`src/rtl/fwd_track.sv`:
```
// rtl/fwd_track.sv - EX-operand forwarding select and load-use stall tracking
module fwd_track #(
   parameter int RAW = 5,
   parameter int CW  = 16
) (
   input  logic           clk_i,
   input  logic           rst_i,
   input  logic           stall_i,
   input  logic           flush_i,
   input  logic           id_valid_i,
   input  logic [RAW-1:0] id_rs_i,
   input  logic [RAW-1:0] id_rt_i,
   input  logic [RAW-1:0] id_rd_i,
   input  logic           id_regwrite_i,
   input  logic           id_memread_i,
   output logic [1:0]     fwd_a_o,
   output logic [1:0]     fwd_b_o,
   output logic           lu_stall_o,
   output logic [CW-1:0]  lu_cnt_o
);

   logic           ex_valid_q, ex_regwrite_q, ex_memread_q;
   logic [RAW-1:0] ex_rs_q, ex_rt_q, ex_rd_q;
   logic           mem_valid_q, mem_regwrite_q, mem_memread_q;
   logic [RAW-1:0] mem_rd_q;
   logic           wb_valid_q, wb_regwrite_q;
   logic [RAW-1:0] wb_rd_q;
   logic [CW-1:0]  lu_cnt_q, lu_cnt_d;
   logic           bubble;

   // MEM is checked first so the youngest producer wins; r0 never forwards.
   function automatic logic [1:0] fwd_sel(input logic [RAW-1:0] src);
      if (ex_valid_q && mem_valid_q && mem_regwrite_q && (mem_rd_q != '0) && (mem_rd_q == src))
         return 2'b10;
      else if (ex_valid_q && wb_valid_q && wb_regwrite_q && (wb_rd_q != '0) && (wb_rd_q == src))
         return 2'b01;
      else
         return 2'b00;
   endfunction

   assign fwd_a_o = fwd_sel(ex_rs_q);
   assign fwd_b_o = fwd_sel(ex_rt_q);

   assign lu_stall_o = id_valid_i && ex_valid_q && ex_memread_q && (ex_rd_q != '0) &&
                       ((ex_rd_q == id_rs_i) || (ex_rd_q == id_rt_i));

   assign bubble   = flush_i || lu_stall_o;
   assign lu_cnt_o = lu_cnt_q;

   always_comb begin
      lu_cnt_d = lu_cnt_q;
      if (!stall_i && lu_stall_o && !flush_i && (lu_cnt_q != {CW{1'b1}}))
         lu_cnt_d = lu_cnt_q + 1'b1;
   end

   always_ff @(posedge clk_i) begin
      if (rst_i) begin
         ex_valid_q     <= 1'b0;
         ex_rs_q        <= '0;
         ex_rt_q        <= '0;
         ex_rd_q        <= '0;
         ex_regwrite_q  <= 1'b0;
         ex_memread_q   <= 1'b0;
         mem_valid_q    <= 1'b0;
         mem_rd_q       <= '0;
         mem_regwrite_q <= 1'b0;
         mem_memread_q  <= 1'b0;
         wb_valid_q     <= 1'b0;
         wb_rd_q        <= '0;
         wb_regwrite_q  <= 1'b0;
         lu_cnt_q       <= '0;
      end else if (!stall_i) begin
         wb_valid_q     <= mem_valid_q;
         wb_rd_q        <= mem_rd_q;
         wb_regwrite_q  <= mem_regwrite_q;
         mem_valid_q    <= ex_valid_q;
         mem_rd_q       <= ex_rd_q;
         mem_regwrite_q <= ex_regwrite_q;
         mem_memread_q  <= ex_memread_q;
         lu_cnt_q       <= lu_cnt_d;
         if (bubble) begin
            ex_valid_q    <= 1'b0;
            ex_rs_q       <= '0;
            ex_rt_q       <= '0;
            ex_rd_q       <= '0;
            ex_regwrite_q <= 1'b0;
            ex_memread_q  <= 1'b0;
         end else begin
            ex_valid_q    <= id_valid_i;
            ex_rs_q       <= id_rs_i;
            ex_rt_q       <= id_rt_i;
            ex_rd_q       <= id_rd_i;
            ex_regwrite_q <= id_regwrite_i;
            ex_memread_q  <= id_memread_i;
         end
      end
   end

endmodule

```
`config.mk`:
```
export PLATFORM = sky130hd
export DESIGN_NAME = fwd_track
export DESIGN_NICKNAME = d
export VERILOG_FILES = /design/src/rtl/fwd_track.sv
export SDC_FILE = /design/constraint.sdc
export NUM_CORES = 1
export LEC_CHECK = 0
export CORE_MARGIN = 5
export CORE_UTILIZATION = 30
export CTS_CLUSTER_DIAMETER = 60
export DETAILED_ROUTE_END_ITERATION = 8
export GPL_TIMING_DRIVEN = 0
export SYNTH_ARGS = -nofsm -noshare
export SYNTH_HDL_FRONTEND = slang
export SYNTH_SLANG_ARGS = --single-unit
export TNS_END_PERCENT = 20
```
`constraint.sdc`:
```
create_clock -name clk_i -period 2.3 [get_ports clk_i]
set_input_delay 0.46 -clock clk_i [delete_from_list [all_inputs] [get_ports clk_i]]
set_output_delay 0.46 -clock clk_i [all_outputs]
set_load 0.005 [all_outputs]
```
==> run summary, run 1 <==
Hold Path Class - flip-flop to flip-flop
grt ovf - 0
f_max - 0.4299 GHz
GRT Total Usage - 13.97%
Hold WS - 490.0 ps
Finished Layout Cells - 454
# setup viols final - 3
DR pass1 iterations - 4
FF/Latch Area - 980.9 sq um
Hold Fails Final Rpt - 0
RSZ-0062 raised after global routing - true
Crit Path Class - flip-flop to output port
Synthesis Warnings - 0
data required time of the critical path - 1840 ps
clock insertion delay at the later pin of the skew report - 300 ps
final RePlAce weighted congestion - 0.9173
root buffer cell - clkbuf_8
total nets after synthesis - 313
Post-synth top cells - dfxtp_1 (48), nor2_1 (26), nand2_1 (23)
syn_area_per_cell - 8.754 sq um
RR Endpoint - lu_cnt_o[9]
Max VDD drop - 0.2128 mV
Switch Pwr - 0.4203 mW
max-cap viol count - 0
status - complete, but fails checks
Pint - 1.142 mW
Final HPWL DP - 5.092 mm
combinational fraction of design power - 12.1%
Worst R2R Path Depth - 6
total CTS buffers - 5
share of layout cells above drive strength 1 - 17.77%
remaining antenna violation count - 0
asr flop ratio synth - 0%
Hold Path Depth - 2
Final Max Slew Viols - 0
end of the worst hold path - ex_regwrite_q
fin util - 40.60%
Die Span X - 102.0 microns
Multi-input gate area - 1575 sq um
CP max FO - 2
Reg power frac - 55.4%
clk_skew - 10.31 ps
Critical path origin - mem_rd_q[0]
drt drc - 0
switching share of power - 26.90%
die height - 102.0 microns
Reg2Reg Setup Slack - 170 ps
ant diodes - 0
ys flop type - dfxtp_1
vias - 2,347
Num Clock Sinks - 48
final worst path period share - 101.1%
Synth cell types - 39
top-area cell type share of the netlist area - 37.85%
die area - 10,400 sq um
CP startpoint kind - flip-flop
sequential share of the synthesized area - 37.85%
Rel. slew slack - 51.59%
violated checks - setup timing
number of global-route vias before repair - 2,347
clock power share - 32.5%
Filler Cells Inserted - 813
CTS Buffer Depth - 2
Rows - 33
worst slack, placed - -1141 ps
DRT Wirelength - 7.183 mm
number of synthesized register bits - 48
synthesized cell area - 2539 sq um
worst setup margin - -26.15 ps
Post-CTS Hold Buffers - 0
clk slew on worst S/H paths - 90 ps
Final min period - 2326 ps
1st-iter DRT viols - 83
CTS tree - done
CTS H-tree depth - 2
Leak - 1.232 nW
core area - 8217 sq um
Initial Util - 30.90%
Ports - 43
initial antenna violation count - 0
Mapped Cells - 290
fin nets - 371
Port Buffers - 40
detailed-route wire length per cell - 15.82 microns
FF-to-FF Start - lu_cnt_o[0]
largest net degree at the start of global routing - 16
Power Total - 1.562 mW
Cells after DPL - 435
DR vias/cell - 5.170
first-pass GRT wire length - 11.56 mm
Post-synth EDFFs - 0
most frequent cell after synthesis - dfxtp_1
Pwr per Cell Area - 468.3 nW/um^2
HP Start - ex_regwrite_q
synth top area cells - dfxtp_1 (38%), xor2_1 (6.9%), mux2i_1 (5.5%)
Synth area leader - dfxtp_1
CP arrival - 1870 ps
Slew @ Worst Pin - 726.2 ps
crit path capture type - output port
Layout area overhead - 31.39%
state kept, by name, summed over array words and instances, names as in the netlist:
name,flops
lu_cnt_o,16
ex_valid_q,1
wb_regwrite_q,1
wb_rd_q,5
mem_valid_q,1
ex_rs_q,5
ex_rd_q,5
ex_memread_q,1
wb_valid_q,1
ex_regwrite_q,1
ex_rt_q,5
mem_regwrite_q,1
mem_rd_q,5
worst max path at each step:
stage,to,slack [ps],cells past startpoint
after floorplan,lu_stall_o,240,6
after global placement,lu_stall_o,-1150,8
after detailed placement,lu_stall_o,-1140,8
after CTS,lu_stall_o,-130,5
after global routing,fwd_a_o[0],-100,6
final,fwd_b_o[0],-30,6
power groups by stage:
stage	clock, mW	sequential [mW]	combinational (mW)
after CTS	0.520	0.867	0.184
after global routing	0.552	0.868	0.206
after detailed placement	0	0.887	0.174
after floorplan	0	0.880	0.106
final	0.507	0.866	0.189
after global placement	0	0.886	0.172
cells in the final DEF (no fill, tap or decap), types with 3 or more instances in the layout:
cell type / count
a21oi_1: 8
and3_1: 3
buf_2: 6
buf_4: 10
clkbuf_1: 11
clkbuf_8: 5
clkdlybuf4s50_1: 25
dfxtp_1: 40
dfxtp_2: 4
dfxtp_4: 4
dlygate4sd2_1: 11
mux2_2: 6
mux2i_1: 14
nand2_1: 23
nand3_1: 13
nand3b_1: 18
nand4_1: 4
nor2_1: 26
nor2b_1: 8
nor3_1: 7
nor3_2: 4
o21ai_0: 3
o22ai_1: 18
o31ai_1: 7
or3_1: 3
or4_1: 7
xnor2_1: 10
xor2_1: 19
cell type report:
cell class / instances / share of cell area [%]
well taps: 105 / 3.938
plain buffers: 18 / 2.851
flip-flops and latches: 48 / 29.41
clock buffers: 5 / 2.063
multi-input cells: 222 / 47.22
repair buffers: 51 / 13.73
clock inverters: 3 / 0.5626
inverters: 2 / 0.2251
metal layers:
metal | track usage [%] | share of wire (%) | routed length [microns] | vias to the layer above
li1 | - | - | - | 1157
met1 | 17.86 | 45 | 3213 | 1127
met2 | 23.69 | 49 | 3517 | 54
met3 | 2.935 | 4.9 | 352 | 9
met4 | 4.137 | 1.4 | 100 | 0
met5 | 0 | 0 | 0 | -
cell families after synthesis:
kind of cell             count (synthesis)  share of synthesized area [%]
AO/OA/AOI/OAI                           44                          11.88
XOR/XNOR                                30                          10.35
adder cells (fa/ha/maj)                  1                         0.4928
buffers and inverters                   21                          4.140
flip-flops                              48                          37.85
multiplexers                            21                          8.772
AND/OR/NAND/NOR                        125                          26.52
critical path, cell delays in order (launching register included):
cell	delay (ps)
dfxtp_4	360
or4_4	540
o2111ai_4	210
buf_6	130
nor4_4	30
nor3_2	160
buf_2	130
per-stage QoR:
step	setup TNS (ps)	instance area (sq um)
after floorplan	0	2539
after global placement	-11570	3070
after detailed placement	-11060	3070
after CTS	-166.7	3286
after global routing	-282.5	3336
final	-67.12	3336
timing repair:
action	4_1_cts	5_1_grt
pin swaps	7	10
hold endpoints to repair	0	0
resized for setup	45	11
gates cloned	0	1
setup endpoints to repair	24	5
buffers inserted	7	4
Note: power is estimated with default switching activity, not from simulation.
==> run 2, diff against run 1 <==
--- a/config.mk
+++ b/config.mk
@@ -10,6 +10,7 @@
 export CTS_CLUSTER_DIAMETER = 60
 export DETAILED_ROUTE_END_ITERATION = 8
 export GPL_TIMING_DRIVEN = 0
+export PLACE_DENSITY = 0.52
 export SYNTH_ARGS = -nofsm -noshare
 export SYNTH_HDL_FRONTEND = slang
 export SYNTH_SLANG_ARGS = --single-unit
==> run 2 against run 1 <==
The flow still finishes with violations (setup timing); core utilization up 0.53 points; sequential power about the same; critical path depth unchanged; non-clock buffer count up 1; register-to-register slack about the same; clock-buffer cell count unchanged; highest routed layer unchanged.
==> run summary, run 2 (synthesized netlist as in run 1, its figures left out) <==
most common cell after layout, fill and taps aside - dfxtp_1
Post-CTS Hold Buffers - 0
Initial Util - 30.90%
Slew @ Worst Pin - 702.7 ps
violated checks - setup timing
M1 wire length - 3.274 mm
max layer used - met4
drt drc - 0
GRT Total Usage - 14.45%
Rel. slew slack - 53.16%
number of global-route vias before repair - 2,336
DR vias/cell - 5.106
Power Total - 1.768 mW
Layout area overhead - 33.12%
clock insertion delay at the later pin of the skew report - 300 ps
Crit path largest cell delay - 540 ps
core area - 8217 sq um
status - complete, but fails checks
routed wl met3 - 234 microns
CP Buf/Inv Count - 2
crit-path cells - or4_4 -> o2111ai_4 -> buf_6 -> nor4_2 -> nor3_1 -> buf_2
Hold Path Class - flip-flop to flip-flop
vias - 2,313
# setup viols final - 1
detailed-route wire length per cell - 16.08 microns
Final min period - 2300 ps
total CTS buffers - 5
Hold Fails Final Rpt - 0
CTS tree - done
initial antenna violation count - 0
Finished Layout Cells - 453
metal2 WL - 3.722 mm
Pwr per Cell Area - 523.0 nW/um^2
worst setup margin - -0.3628 ps
Die Span X - 102.0 microns
first-pass GRT wire length - 11.84 mm
Rows - 33
Ports - 43
Fin Setup TNS - -0.3628 ps
fin area - 3379 sq um
CP max FO - 2
Final HPWL DP - 5.168 mm
Placement Cell Area - 3070 sq um
Cells after DPL - 435
remaining antenna violation count - 0
root buffer cell - clkbuf_8
final RePlAce weighted congestion - 0.7799
final worst path period share - 100.0%
critical path's slowest cell - or4_4
crit path capture type - output port
Leak - 1.256 nW
grt ovf - 0
Max VDD drop - 0.2803 mV
clk slew on worst S/H paths - 90 ps
fin nets - 371
max-cap viol count - 0
CTS Buffer Depth - 2
largest net degree at the start of global routing - 15
worst slack, placed - -1142 ps
fin util - 41.13%
f_max - 0.4347 GHz
die area - 10,400 sq um
CP startpoint kind - flip-flop
RSZ-0062 raised after global routing - true
clk_skew - 7.397 ps
most frequent cells in the layout - dfxtp_1 (37), nor2_1 (26), clkdlybuf4s50_1 (25)
Final Max Slew Viols - 0
1st-iter DRT viols - 70
Num Clock Sinks - 48
share of layout cells above drive strength 1 - 18.68%
CP top delay family - simple AND/OR/NAND/NOR gates
CP arrival - 1840 ps
Hold WS - 487.8 ps
die height - 102.0 microns
ant diodes - 0
DR pass1 iterations - 4
DRT Wirelength - 7.282 mm
data required time of the critical path - 1840 ps
CTS H-tree depth - 2
Crit Path Class - flip-flop to output port
Port Buffers - 40
max reg flops - 16
[run 2: cell types whose count changed in the layout (fill, tap and decap cells not counted), sizes merged]
cell / before / now
nor2: 28 / 27
bufinv: 0 / 2
clkinv: 3 / 0
clkbuf: 18 / 17
dlygate4sd2: 11 / 10
buf: 19 / 22
[run 2: worst paths after layout]
kind	end	start	cells past startpoint	slack [ps]
setup / recovery	fwd_b_o[0]	mem_rd_q[4]	6	-0.4
hold / removal	ex_regwrite_q	ex_regwrite_q	2	490
hold reg to reg	ex_regwrite_q	ex_regwrite_q	2	490
setup reg to reg	lu_cnt_o[9]	ex_rd_q[3]	8	160
[run 2: final cells by class]
class,count,area (sq um)
tap,105,131.4
multi-input combinational,221,1554
timing repair buffer,51,461.7
inverter,2,7.507
buffer,19,113.9
fill,835,4837
sequential,48,982.2
clock inverter,2,60.06
clock buffer,5,68.82
[run 2: where the power goes]
group,leakage [nW],internal (mW),switching [mW]
logic,0.797,0.0882,0.101
registers,0.395,0.845,0.0220
clock network,0.0642,0.428,0.283
total,1.26,1.36,0.406
[run 2: worst min-delay path: cells and delay by family (launching register included)]
family           cells  cell delay [ps]
flip-flops           1              320
AND/OR/NAND/NOR      1               60
AO/OA/AOI/OAI        1               60
[run 2: layer usage]
layer  vias up  track usage, %
li1       1158               -
met1      1113           18.53
met2        35           25.29
met3         7           3.072
met4         0           2.523
met5         -               0
[run 2: repair_timing]
item | CTS | global route
pin swaps | 8 | 4
endpoints found under the setup margin | 25 | 8
setup buffers | 9 | 2
resized for setup | 53 | 8
==> run 3, diff against run 2 <==
--- a/config.mk
+++ b/config.mk
@@ -6,11 +6,12 @@
 export NUM_CORES = 1
 export LEC_CHECK = 0
 export CORE_MARGIN = 5
-export CORE_UTILIZATION = 30
+export CORE_UTILIZATION = 53
 export CTS_CLUSTER_DIAMETER = 60
 export DETAILED_ROUTE_END_ITERATION = 8
 export GPL_TIMING_DRIVEN = 0
-export PLACE_DENSITY = 0.52
+export PLACE_DENSITY = 0.82
+export SLEW_MARGIN = 0
 export SYNTH_ARGS = -nofsm -noshare
 export SYNTH_HDL_FRONTEND = slang
 export SYNTH_SLANG_ARGS = --single-unit
==> run 3 against run 2 <==
The flow still finishes with violations (setup timing); die area decreased by 40%; worst hold slack worse by 2.7 ps; via count rose by 5.1%; routed wire length shrank 6.6%; power is 13% lower; clock-buffer cell count up 1; global-route usage grew 7.8 points; critical endpoint is now lu_stall_o.
==> run summary, run 3 (synthesized netlist as in run 1, its figures left out) <==
status - complete, but fails checks
violated checks - setup timing
GRT Total Usage - 22.20%
most common cell after layout, fill and taps aside - dfxtp_1
detailed-route wire length per cell - 17.08 microns
total CTS buffers - 5
root buffer cell - clkbuf_8
ant diodes - 0
1st-iter DRT viols - 191
die height - 79.21 microns
initial antenna violation count - 0
CTS tree - done
Rel. slew slack - 49.12%
Hold Path Depth - 2
data required time of the critical path - 1840 ps
final RePlAce weighted congestion - 0.9090
Filler Cells Inserted - 385
Multi-input gate area - 1538 sq um
clock insertion delay at the later pin of the skew report - 300 ps
most frequent cells in the layout - dfxtp_1 (43), nor2_1 (26), clkdlybuf4s50_1 (25)
Layout area overhead - 25.92%
DR pass1 iterations - 4
# setup viols final - 3
worst setup margin - -76.83 ps
fin util - 68.13%
Max VDD drop - 0.2626 mV
remaining antenna violation count - 0
Final Max Slew Viols - 0
Hold Fails Final Rpt - 0
Num Clock Sinks - 48
Placement Cell Area - 3007 sq um
fin nets - 367
Die Span X - 79.21 microns
Leak - 1.211 nW
die area - 6274 sq um
share of layout cells above drive strength 1 - 13.95%
final worst path period share - 103.3%
Rows - 25
max-cap viol count - 0
CTS Buffer Depth - 2
CP arrival - 1920 ps
RSZ-0062 raised after global routing - true
grt ovf - 0
Slew @ Worst Pin - 763.2 ps
fin area - 3197 sq um
drt drc - 0
DRT Wirelength - 6.799 mm
FF/Latch Area - 972.2 sq um
Reg2Reg Setup Slack - 170 ps
largest net degree at the start of global routing - 14
Port Buffers - 40
Final HPWL DP - 4.729 mm
Pwr per Cell Area - 478.3 nW/um^2
first-pass GRT wire length - 11.06 mm
crit path capture type - output port
RR Endpoint - lu_cnt_o[7]
CP startpoint kind - flip-flop
max reg flops - 16
Final min period - 2377 ps
DR vias/cell - 6.108
Crit Path Class - flip-flop to output port
Worst R2R Path Depth - 8
number of global-route vias before repair - 2,396
CP max FO - 5
vias - 2,431
CTS H-tree depth - 2
clk slew on worst S/H paths - 80 ps
Ports - 43
Hold Path Class - flip-flop to flip-flop
f_max - 0.4207 GHz
Initial Util - 54.11%
end of the worst hold path - ex_regwrite_q
clk_skew - 5.526 ps
HP Start - ex_regwrite_q
core area - 4692 sq um
FF-to-FF Start - ex_rd_q[3]
run 3: where the power goes:
part	total [mW]	internal [mW]	switching, mW
logic	0.181	0.0832	0.0983
registers	0.867	0.845	0.0219
clock network	0.481	0.207	0.274
run 3: timing repair:
action / CTS / global route
endpoints found under the setup margin: 8 / 5
gates resized for setup: 39 / 3
cloned: 0 / 0
buffers inserted: 7 / 0
pin swaps: 9 / 3
hold buffers: 0 / 0
run 3: area by class of cell:
| type | count | share of cell area, % |
|---|---|---|
| clock buffer | 6 | 2.270 |
| tap | 54 | 2.114 |
| sequential | 48 | 30.41 |
| timing repair buffer | 47 | 13.46 |
| inverter | 2 | 0.2348 |
| multi-input combinational | 221 | 48.10 |
| clock inverter | 1 | 0.1566 |
| buffer | 19 | 3.249 |
run 3: through the flow:
stage	power, mW	hold WS, ps	setup TNS (ps)	cells	setup WS [ps]
after floorplan	0.9860	454.5	0	290	244.7
after global placement	1.054	470.8	-9381	384	-1079
after detailed placement	1.057	475.2	-9554	384	-1093
after CTS	1.533	487.9	-239.1	398	-103.1
after global routing	1.583	521.9	-456.4	398	-146.6
final	1.529	485.1	-132.5	398	-76.83
run 3: metal layers:
layer | vias to the layer above | global-route usage, % | wire length (microns)
met5 | - | 0 | 0
met4 | 0 | 10.48 | 164
met3 | 15 | 4.422 | 455
met2 | 102 | 40.24 | 3514
met1 | 1152 | 24.67 | 2665
li1 | 1162 | - | -
run 3: how the worst max path moves through the flow:
stage                      startpoint          to  slack, ps  cells after the start
final                      ex_rd_q[0]  lu_stall_o        -80                      5
after global routing      mem_rd_q[0]  fwd_b_o[0]       -150                      6
after CTS                  ex_rd_q[0]  lu_stall_o       -100                      5
after detailed placement   id_rt_i[2]  lu_stall_o      -1090                      8
after global placement     id_rt_i[2]  lu_stall_o      -1080                      8
after floorplan            id_rt_i[2]  lu_stall_o        240                      6
run 3: critical path, cell delays in order, from the launching register on:
cell and delay (ps):
dfxtp_2 360, or4_4 570, o2111ai_4 240, nor2_4 70, buf_6 120, dlygate4sd2_1 260
